[src/rtl/serial_pkg.sv]
// Shared constants for the buffered serial transmitter: parity modes,
// FSM state encoding and frame-length helper.
package serial_pkg;

    localparam int PAR_NONE = 0;
    localparam int PAR_EVEN = 1;
    localparam int PAR_ODD  = 2;

    localparam logic [2:0] ST_IDLE  = 3'd0;
    localparam logic [2:0] ST_START = 3'd1;
    localparam logic [2:0] ST_DATA  = 3'd2;
    localparam logic [2:0] ST_PAR   = 3'd3;
    localparam logic [2:0] ST_STOP  = 3'd4;

    typedef enum logic [2:0] {
        S_IDLE  = ST_IDLE,
        S_START = ST_START,
        S_DATA  = ST_DATA,
        S_PAR   = ST_PAR,
        S_STOP  = ST_STOP
    } tx_state_t;

    // Number of bit periods in one frame, start bit through last stop bit.
    function automatic int frame_bits(input int data_w, input int parity, input int stop_bits);
        return 1 + data_w + ((parity != PAR_NONE) ? 1 : 0) + stop_bits;
    endfunction

endpackage

[src/rtl/serial_sync_fifo.sv]
// Single-clock show-ahead FIFO; full is judged before any same-cycle pop,
// so a write into a full FIFO is dropped even if the head leaves that cycle.
module serial_sync_fifo #(
    parameter int DATA_W = 8,
    parameter int DEPTH  = 4
) (
    input  logic                     clk,
    input  logic                     rst,
    input  logic                     wr_en,
    input  logic [DATA_W-1:0]        wr_data,
    input  logic                     rd_en,
    output logic [DATA_W-1:0]        rd_data,
    output logic                     full,
    output logic                     empty,
    output logic [$clog2(DEPTH):0]   level
);

    localparam int PTR_W = $clog2(DEPTH);
    localparam logic [PTR_W:0]   LVL_FULL = (PTR_W+1)'(DEPTH);
    localparam logic [PTR_W:0]   LVL_ONE  = (PTR_W+1)'(1);
    localparam logic [PTR_W-1:0] PTR_ONE  = PTR_W'(1);

    logic [DATA_W-1:0] mem [DEPTH];
    logic [PTR_W-1:0]  wr_ptr;
    logic [PTR_W-1:0]  rd_ptr;
    logic              push;
    logic              pop;

    assign full    = (level == LVL_FULL);
    assign empty   = (level == '0);
    assign push    = wr_en && !full;
    assign pop     = rd_en && !empty;
    assign rd_data = mem[rd_ptr];

    always_ff @(posedge clk) begin
        if (push) begin
            mem[wr_ptr] <= wr_data;
        end
    end

    // Power-of-two depth lets the pointers wrap by plain overflow.
    always_ff @(posedge clk or posedge rst) begin
        if (rst) begin
            wr_ptr <= '0;
            rd_ptr <= '0;
            level  <= '0;
        end else begin
            if (push) begin
                wr_ptr <= wr_ptr + PTR_ONE;
            end
            if (pop) begin
                rd_ptr <= rd_ptr + PTR_ONE;
            end
            case ({push, pop})
                2'b10:   level <= level + LVL_ONE;
                2'b01:   level <= level - LVL_ONE;
                default: level <= level;
            endcase
        end
    end

endmodule

[src/rtl/serial_tx_fifo.sv]
// Buffered UART-style serializer: write FIFO feeding a start/data/parity/stop
// frame FSM with a baud divider and a registered, idle-high serial line.
module serial_tx_fifo
    import serial_pkg::*;
#(
    parameter int DATA_W       = 8,
    parameter int FIFO_DEPTH   = 4,
    parameter int CLKS_PER_BIT = 16,
    parameter int PARITY       = 0,
    parameter int STOP_BITS    = 1
) (
    input  logic                          CLK,
    input  logic                          CLR,
    input  logic                          WR_EN,
    input  logic [DATA_W-1:0]             WR_DATA,
    output logic                          FULL,
    output logic [$clog2(FIFO_DEPTH):0]   LEVEL,
    output logic                          BUSY,
    output logic                          OVERFLOW,
    output logic                          SERIAL_OUT
);

    localparam int BAUD_W = $clog2(CLKS_PER_BIT);
    localparam int BIT_W  = $clog2(DATA_W);
    localparam logic [BAUD_W-1:0] BAUD_LAST = BAUD_W'(CLKS_PER_BIT - 1);
    localparam logic [BAUD_W-1:0] BAUD_ONE  = BAUD_W'(1);
    localparam logic [BIT_W-1:0]  DATA_LAST = BIT_W'(DATA_W - 1);
    localparam logic [BIT_W-1:0]  STOP_LAST = BIT_W'(STOP_BITS - 1);
    localparam logic [BIT_W-1:0]  BIT_ONE   = BIT_W'(1);
    localparam logic              HAS_PAR   = (PARITY != PAR_NONE);
    localparam logic              ODD_PAR   = (PARITY == PAR_ODD);

    tx_state_t         state_q, state_d;
    logic [BAUD_W-1:0] baud_q, baud_d;
    logic [BIT_W-1:0]  bit_q, bit_d;
    logic              out_d;
    logic [DATA_W-1:0] shift_q;
    logic              par_q;
    logic              pop;
    logic              shift_en;
    logic              baud_end;
    logic              fifo_empty;
    logic [DATA_W-1:0] head_data;

    serial_sync_fifo #(
        .DATA_W (DATA_W),
        .DEPTH  (FIFO_DEPTH)
    ) u_fifo (
        .clk     (CLK),
        .rst     (CLR),
        .wr_en   (WR_EN),
        .wr_data (WR_DATA),
        .rd_en   (pop),
        .rd_data (head_data),
        .full    (FULL),
        .empty   (fifo_empty),
        .level   (LEVEL)
    );

    assign baud_end = (baud_q == BAUD_LAST);
    assign BUSY     = (state_q != S_IDLE) || !fifo_empty;

    always_comb begin
        state_d  = state_q;
        baud_d   = baud_q;
        bit_d    = bit_q;
        out_d    = SERIAL_OUT;
        pop      = 1'b0;
        shift_en = 1'b0;
        if (state_q != S_IDLE) begin
            baud_d = baud_end ? '0 : baud_q + BAUD_ONE;
        end
        case (state_q)
            S_IDLE: begin
                if (!fifo_empty) begin
                    pop     = 1'b1;
                    state_d = S_START;
                    baud_d  = '0;
                    out_d   = 1'b0;
                end
            end
            S_START: begin
                if (baud_end) begin
                    state_d = S_DATA;
                    bit_d   = '0;
                    out_d   = shift_q[0];
                end
            end
            S_DATA: begin
                if (baud_end) begin
                    if (bit_q == DATA_LAST) begin
                        bit_d = '0;
                        if (HAS_PAR) begin
                            state_d = S_PAR;
                            out_d   = par_q;
                        end else begin
                            state_d = S_STOP;
                            out_d   = 1'b1;
                        end
                    end else begin
                        bit_d    = bit_q + BIT_ONE;
                        shift_en = 1'b1;
                        out_d    = shift_q[1];
                    end
                end
            end
            S_PAR: begin
                if (baud_end) begin
                    state_d = S_STOP;
                    bit_d   = '0;
                    out_d   = 1'b1;
                end
            end
            S_STOP: begin
                if (baud_end) begin
                    if (bit_q == STOP_LAST) begin
                        bit_d = '0;
                        // Chain straight into the next frame when data is waiting.
                        if (!fifo_empty) begin
                            pop     = 1'b1;
                            state_d = S_START;
                            out_d   = 1'b0;
                        end else begin
                            state_d = S_IDLE;
                            out_d   = 1'b1;
                        end
                    end else begin
                        bit_d = bit_q + BIT_ONE;
                        out_d = 1'b1;
                    end
                end
            end
            default: begin
                state_d = S_IDLE;
                out_d   = 1'b1;
            end
        endcase
    end

    always_ff @(posedge CLK or posedge CLR) begin
        if (CLR) begin
            state_q    <= S_IDLE;
            baud_q     <= '0;
            bit_q      <= '0;
            SERIAL_OUT <= 1'b1;
            OVERFLOW   <= 1'b0;
        end else begin
            state_q    <= state_d;
            baud_q     <= baud_d;
            bit_q      <= bit_d;
            SERIAL_OUT <= out_d;
            OVERFLOW   <= OVERFLOW | (WR_EN & FULL);
        end
    end

    // Parity is fixed at load time so later writes cannot affect it.
    always_ff @(posedge CLK) begin
        if (pop) begin
            shift_q <= head_data;
            par_q   <= (^head_data) ^ ODD_PAR;
        end else if (shift_en) begin
            shift_q <= shift_q >> 1;
        end
    end

endmodule

[config.mk]
export PLATFORM = sky130hd
export DESIGN_NAME = serial_tx_fifo
export DESIGN_NICKNAME = d
export VERILOG_FILES = /design/src/rtl/serial_pkg.sv /design/src/rtl/serial_sync_fifo.sv /design/src/rtl/serial_tx_fifo.sv
export SDC_FILE = /design/constraint.sdc
export NUM_CORES = 1
export LEC_CHECK = 0
export ABC_AREA = 1
export CELL_PAD_IN_SITES_DETAIL_PLACEMENT = 1
export CELL_PAD_IN_SITES_GLOBAL_PLACEMENT = 2
export CORE_MARGIN = 5
export CORE_UTILIZATION = 38
export DETAILED_ROUTE_END_ITERATION = 7
export GPL_TIMING_DRIVEN = 0
export PLACE_DENSITY_LB_ADDON = 0.1
export SYNTH_ARGS = -nofsm -noshare
export SYNTH_HDL_FRONTEND = slang
export SYNTH_HIERARCHICAL = 1
export SYNTH_SLANG_ARGS = --single-unit
[constraint.sdc]
create_clock -name CLK -period 2.3 [get_ports CLK]
set_input_delay 0.46 -clock CLK [delete_from_list [all_inputs] [get_ports CLK]]
set_output_delay 0.46 -clock CLK [all_outputs]
set_load 0.02 [all_outputs]
==> results of run 1 <==
[layout by cell type, fill, tap and decap left out, types with 2 or more instances in the layout]
| cell | netlist | layout |
|---|---|---|
| inv_1 | 48 | 45 |
| dfrtp_2 | 0 | 2 |
| nand2_2 | 2 | 2 |
| nand3_4 | 0 | 2 |
| inv_2 | 3 | 6 |
| o21ai_0 | 7 | 7 |
| clkdlybuf4s50_1 | 0 | 15 |
| clkbuf_8 | 1 | 10 |
| ha_1 | 9 | 8 |
| nand2_1 | 80 | 78 |
| dfrtp_1 | 18 | 16 |
| o211ai_1 | 18 | 18 |
| bufinv_16 | 0 | 2 |
| nor2_1 | 15 | 13 |
| buf_6 | 3 | 3 |
| nand2_4 | 1 | 3 |
| inv_6 | 0 | 2 |
| nor2_2 | 0 | 2 |
| buf_4 | 1 | 11 |
| edfxtp_1 | 40 | 40 |
| nand3_1 | 27 | 26 |
[per-stage QoR]
stage	util (%)	std cells	hold WS [ns]	TNS, ns
global placement	43.2	404	0.440	-0.0746
floorplan	-	288	0.263	0
global route	48.0	430	0.422	-0.000245
CTS	46.5	420	0.393	0
finish	48.0	430	0.397	0
detailed placement	43.2	404	0.470	-0.0969
[worst register-to-register path, stage by stage (launching register included)]
cell and delay [ns]:
dfrtp_1 0.40, inv_1 0.18, nand3_4 0.12, inv_1 0.13, nor2_2 0.07, nand2_2 0.09, nand2_4 0.06, nand2_1 0.08
inv_1 0.05, ha_1 0.20, inv_1 0.09, fa_2 0.44, o21ai_0 0.14
[final timing paths]
path	startpoint	endpoint	slack, ns	cells after the start
worst max-delay path	u_fifo/level[0]	BUSY	0.13	5
worst min-delay path	CLR	u_fifo/level[2]	0.40	2
worst max register to register	u_fifo/level[0]	u_fifo/level[1]	0.19	12
worst min register to register	OVERFLOW	OVERFLOW	0.47	1
max in group asynchronous	CLR	state_q[0]	1.36	2
min in group CLK	OVERFLOW	OVERFLOW	0.47	1
[power by group]
part           internal [mW]  total [mW]  switching (mW)
Combinational          0.789        1.97            1.18
Sequential              1.54        1.72           0.185
Clock                  0.617        1.06           0.441
Total                   2.94        4.74            1.80
[what timing repair did]
item                                   4_1_cts  5_1_grt
cloned                                       0        0
buffers inserted                             0       10
gates resized for setup                      6       13
pin swaps                                    0        3
endpoints found under the hold margin        0        0
setup endpoints to repair                    3        4
[area by class of cell]
cell class	count	area share, %
sequential	59	48.2
multi-input combinational	172	27.5
timing repair buffer	27	7.11
inverter	51	5.49
clock buffer	9	3.55
tap	99	3.55
clock inverter	7	2.84
buffer	6	1.72
[logic make-up (layout without fill, tap and decap cells)]
group | Yosys count | count (layout) | synth area share [%]
fa+ha+maj | 10 | 10 | 4.67
compound gates | 29 | 29 | 7.00
simple gates | 132 | 132 | 20.2
buf+inv | 57 | 100 | 8.85
xor+xnor | 1 | 1 | 0.308
flops | 59 | 59 | 59.0
[sequential cells by signal, summed over array words and instances (netlist names)]
register / count
baud_q: 4
shift_q: 8
u_fifo/mem: 32
state_q: 3
u_fifo/rd_ptr: 2
OVERFLOW: 1
u_fifo/level: 3
u_fifo/wr_ptr: 2
SERIAL_OUT: 1
bit_q: 3
[per-layer routing]
layer	GRT usage (%)	vias to the layer above
met5	0	-
met4	5.37	0
met3	4.49	9
met2	25.1	22
met1	18.0	960
li1	-	1016
==> impl_metrics.env, run 1 <==
export IMPL_yosys_area_top_type="edfxtp_1"
export IMPL_worst_slack_ns=0.134
export IMPL_slew_headroom_pct=41.7
export IMPL_finalPower_mw=4.74
export IMPL_cap_violations=0
export IMPL_setup_viol=0
export IMPL_wirelength_mm=6.07
export IMPL_synth_seq_cells=59
export IMPL_fill_cells=860
export IMPL_cp_cell_sequence="inv_1, nand3_4, inv_1, nand3_1, clkdlybuf4s15_1"
export IMPL_grt_pass1_wl_mm=10.3
export IMPL_h_tree_depth=3
export IMPL_yosysTopAreaCellShare_pct=42.3
export IMPL_vias_per_cell=4.67
export IMPL_synth_area_leaders="edfxtp_1 (42%), dfrtp_1 (16%), nand2_1 (11%), inv_1 (6.3%), nand3_1 (4.8%)"
export IMPL_outcome="completed"
export IMPL_chipHeight_um=96.5
export IMPL_critPathSlowestCell="dfrtp_1"
export IMPL_crit_family="buffers and inverters"
export IMPL_wl_met2_mm=3.05
export IMPL_antenna_cells=0
export IMPL_area_growth_syn_to_layout_pct=22.6
export IMPL_synthTopCellsByCount="nand2_1 (80), inv_1 (48), edfxtp_1 (40)"
export IMPL_drt_iter0_drc=56
export IMPL_wl_met1_mm=2.74
export IMPL_io_pins=18
export IMPL_path_buf_inv=3
export IMPL_dp_worst_setup_slack_ns=-0.0969
export IMPL_wl_met3_um=187
export IMPL_fp_dieArea_sq_mm=0.00931
export IMPL_syn_inst=288
export IMPL_cts_path_max_buffers=2
export IMPL_min_path_type="primary input to async pin"
export IMPL_first_global_vias=2146
export IMPL_drive_gt1_share_pct=17.2
export IMPL_placementRows=31
export IMPL_vias=2007
export IMPL_end_kind="output port"
export IMPL_ys_types=29
export IMPL_synth_most_common_cell="nand2_1"
export IMPL_start_util_pct=39.2
export IMPL_cp_max_fo=5
export IMPL_clock_root_buffer="clkbuf_8"
export IMPL_grt_overflow=0
export IMPL_synth_edf_count=40
export IMPL_final_antenna_net_count=0
export IMPL_fmax_mhz=462
export IMPL_numPortBuffers=17
export IMPL_ir_drop_uv=831
export IMPL_cpPeakStageDelay_ns=0.40
export IMPL_finalWeightedCongestion=0.735
export IMPL_synthArstFlopShare_pct=32.2
export IMPL_grt_usage_pct=14.9
export IMPL_dp_hpwl_mm=4.31
export IMPL_cts_tree="yes"
export IMPL_period_share_pct=94.2
export IMPL_ys_flop_type="edfxtp_1"
export IMPL_maxUsedRoutingLayer="met4"
export IMPL_stdcell_area_sq_mm=0.00348
export IMPL_clock_latency_ns=0.34
export IMPL_place_area_sq_mm=0.00314
export IMPL_hold_violations=0
export IMPL_avgSynthCellArea_sq_um=9.87
export IMPL_finClkSkew_ns=0.0126
export IMPL_yosys_warnings=6
export IMPL_critPathArrivalTime_ns=1.71
export IMPL_core_area_sq_mm=0.00725
export IMPL_numCtsBuffers=9
export IMPL_p_leak_nw=1.60
export IMPL_final_nets=347
export IMPL_start_kind="register"
export IMPL_seq_area_sq_mm=0.00168
export IMPL_period_needed_ns=2.17
export IMPL_antenna_found_initial=0
export IMPL_wire_per_inst_um=14.1
export IMPL_crit_top_cell="inv_1"
export IMPL_multi_input_comb_area_sq_um=958
export IMPL_clock_sinks=59
export IMPL_final_max_slew_violation_count=0
export IMPL_grt_max_degree=13
export IMPL_path_clk_slew_ns=0.08
export IMPL_ys_seq_area_share_pct=59.0
export IMPL_netlist_area_sq_mm=0.00284
export IMPL_synth_nets=309
export IMPL_fp_dieW_um=96.5
export IMPL_worstPathRequired_ns=1.84
export IMPL_critPathKind="register to output port"
export IMPL_hold_buffers=0
export IMPL_dr_pass1_iters=4
export IMPL_powerDensity_mw_per_mm2=1360
export IMPL_drc=0
export IMPL_worst_slew_pin_slew_ns=0.871
(Power assumes the default switching activity.)
==> inputs of run 2 (changes only) <==
Settings changed: CAP_MARGIN set to 20.
==> results of run 2 <==
Final layout, timing and power as in run 1 (identical DEF).
==> inputs of run 3 (changes only) <==
Settings changed: SYNTH_HIERARCHICAL 1 to unset, TNS_END_PERCENT set to 1.
==> impl_metrics.env, run 3 <==
export IMPL_min_path_type="register to register"
export IMPL_core_area_sq_mm=0.00683
export IMPL_chipHeight_um=94.1
export IMPL_ir_drop_uv=512
export IMPL_start_util_pct=39.3
export IMPL_syn_inst=255
export IMPL_reg_top3="u_fifo.mem: 32 flops, shift_q: 8 flops, baud_q: 4 flops"
export IMPL_fmax_mhz=459
export IMPL_start_kind="register"
export IMPL_netlist_area_sq_mm=0.00269
export IMPL_yosys_area_top_type="edfxtp_1"
export IMPL_hold_buffers=0
export IMPL_synth_area_leaders="edfxtp_1 (45%), dfrtp_1 (17%), nand2_1 (7.7%), o21ai_0 (4.3%), ha_1 (4.2%)"
export IMPL_grt_overflow=0
export IMPL_powerDensity_mw_per_mm2=879
export IMPL_final_common_cell="nand2_1"
export IMPL_yosysTopAreaCellShare_pct=44.7
export IMPL_synthTopCellsByCount="nand2_1 (55), edfxtp_1 (40), nor2_1 (28)"
export IMPL_antenna_cells=0
export IMPL_layout_common_cells="nand2_1 (54), edfxtp_1 (40), nor2_1 (28), inv_1 (25), o21ai_0 (21)"
export IMPL_critPathKind="register to register"
export IMPL_path_clk_slew_ns=0.07
export IMPL_rsz0062_at_grt="yes"
export IMPL_io_pins=18
export IMPL_final_max_slew_violation_count=0
export IMPL_hold_violations=0
export IMPL_numPortBuffers=17
export IMPL_final_nets=306
export IMPL_area_growth_syn_to_layout_pct=20.4
export IMPL_cp_max_fo=8
export IMPL_ys_types=31
export IMPL_synth_most_common_cell="nand2_1"
export IMPL_dp_hpwl_mm=3.94
export IMPL_clock_sinks=59
export IMPL_vias=1824
export IMPL_drc=0
export IMPL_period_share_pct=94.7
export IMPL_end_kind="register"
export IMPL_grt_usage_pct=14.0
export IMPL_top_register="u_fifo.mem"
export IMPL_placementRows=30
export IMPL_clock_root_buffer="clkbuf_8"
export IMPL_drive_gt1_share_pct=15.2
export IMPL_drt_iter0_drc=57
export IMPL_cts_tree="yes"
export IMPL_critPathArrivalTime_ns=2.39
export IMPL_synth_nets=276
export IMPL_p_leak_nw=1.34
export IMPL_first_global_vias=1902
export IMPL_worstPathRequired_ns=2.51
export IMPL_finClkSkew_ns=0.00915
export IMPL_wirelength_mm=5.56
export IMPL_finalSetupTns_ns=0
export IMPL_largest_register_ffs=32
export IMPL_slew_headroom_pct=46.6
export IMPL_cts_path_max_buffers=2
export IMPL_setup_viol=0
export IMPL_ys_flop_type="edfxtp_1"
export IMPL_yosys_warnings=0
export IMPL_wire_per_inst_um=14.4
export IMPL_final_util_pct=47.3
export IMPL_vias_per_cell=4.73
export IMPL_final_antenna_net_count=0
export IMPL_fp_dieArea_sq_mm=0.00885
export IMPL_synth_edf_count=40
export IMPL_antenna_found_initial=0
export IMPL_worst_slew_pin_slew_ns=0.800
export IMPL_synth_seq_cells=59
export IMPL_finalWeightedCongestion=0.723
export IMPL_synthArstFlopShare_pct=32.2
export IMPL_period_needed_ns=2.18
export IMPL_avgSynthCellArea_sq_um=10.5
export IMPL_grt_pass1_wl_mm=9.27
export IMPL_h_tree_depth=3
export IMPL_grt_max_degree=20
export IMPL_ys_seq_area_share_pct=62.5
export IMPL_fp_dieW_um=94.1
export IMPL_dr_pass1_iters=4
export IMPL_cap_violations=0
export IMPL_clock_latency_ns=0.34
export IMPL_numCtsBuffers=9
export IMPL_outcome="completed"
run 3: logic make-up after synthesis:
kind of cell	Yosys count	synth area share [%]
AND/OR/NAND/NOR	110	18.0
flip-flops	59	62.5
AO/OA/AOI/OAI	38	7.73
buffers and inverters	33	5.26
adder cells (fa/ha/maj)	10	4.94
XOR/XNOR	5	1.63
run 3: worst max-delay path, cell delays in order (launching register included):
cell	delay (ns)
dfrtp_1	0.41
inv_1	0.09
ha_2	0.17
nand2_2	0.08
a21oi_4	0.15
nand3_4	0.10
clkinv_4	0.09
ha_1	0.14
inv_1	0.09
fa_2	0.39
a21oi_2	0.14
o21ai_1	0.08
xor2_1	0.14
run 3: metal layers:
metal | routed length [um] | vias to the layer above | share of wire [%] | track usage (%)
li1 | - | 914 | - | -
met1 | 2540 | 875 | 46 | 17.1
met2 | 2750 | 27 | 50 | 23.8
met3 | 183 | 8 | 3.3 | 3.85
met4 | 77 | 0 | 1.4 | 4.69
met5 | 0 | - | 0 | 0
run 3: power breakdown:
part | total, mW | internal, mW | switching [mW]
sequential | 1.37 | 1.31 | 0.0644
clock | 0.979 | 0.520 | 0.459
combinational | 0.492 | 0.182 | 0.310
run 3: stage by stage:
stage	total power [mW]	area, sq um	instances	setup slack (ns)	hold slack (ns)
after floorplan	1.69	2690	255	0.160	0.410
after global placement	1.88	2980	368	-0.0302	0.438
after detailed placement	1.89	2980	369	-0.0600	0.443
after CTS	2.88	3210	386	0.00488	0.460
after global routing	2.99	3230	386	-0.0579	0.480
final	2.84	3230	386	0.121	0.457
run 3: layout make-up:
type,instances,area (sq um)
fillers,774,3600
flip-flops and latches,59,1680
multi-input cells,163,895
repair buffers,19,185
clock buffers,9,124
well taps,96,120
inverters,28,113
clock inverters,7,85.1
plain buffers,5,32.5
run 3: path summary, 6_finish.rpt:
path / from / end / slack, ns / cells after the start
max: bit_q[0] / u_fifo.level[2] / 0.12 / 12
min: OVERFLOW / OVERFLOW / 0.46 / 1
max reg2reg: bit_q[0] / u_fifo.level[2] / 0.12 / 12
min reg2reg: OVERFLOW / OVERFLOW / 0.46 / 1
max in group asynchronous: CLR / state_q[2] / 1.16 / 2
min in group asynchronous: CLR / u_fifo.rd_ptr[0] / 0.59 / 2
run 3: what timing repair did:
action / CTS / global route
hold endpoints to repair: 0 / 0
pin swaps: 2 / 2
setup endpoints to repair: 1 / 6
resized for setup: 3 / 9
cloned: 0 / 0
setup buffers: 1 / 0
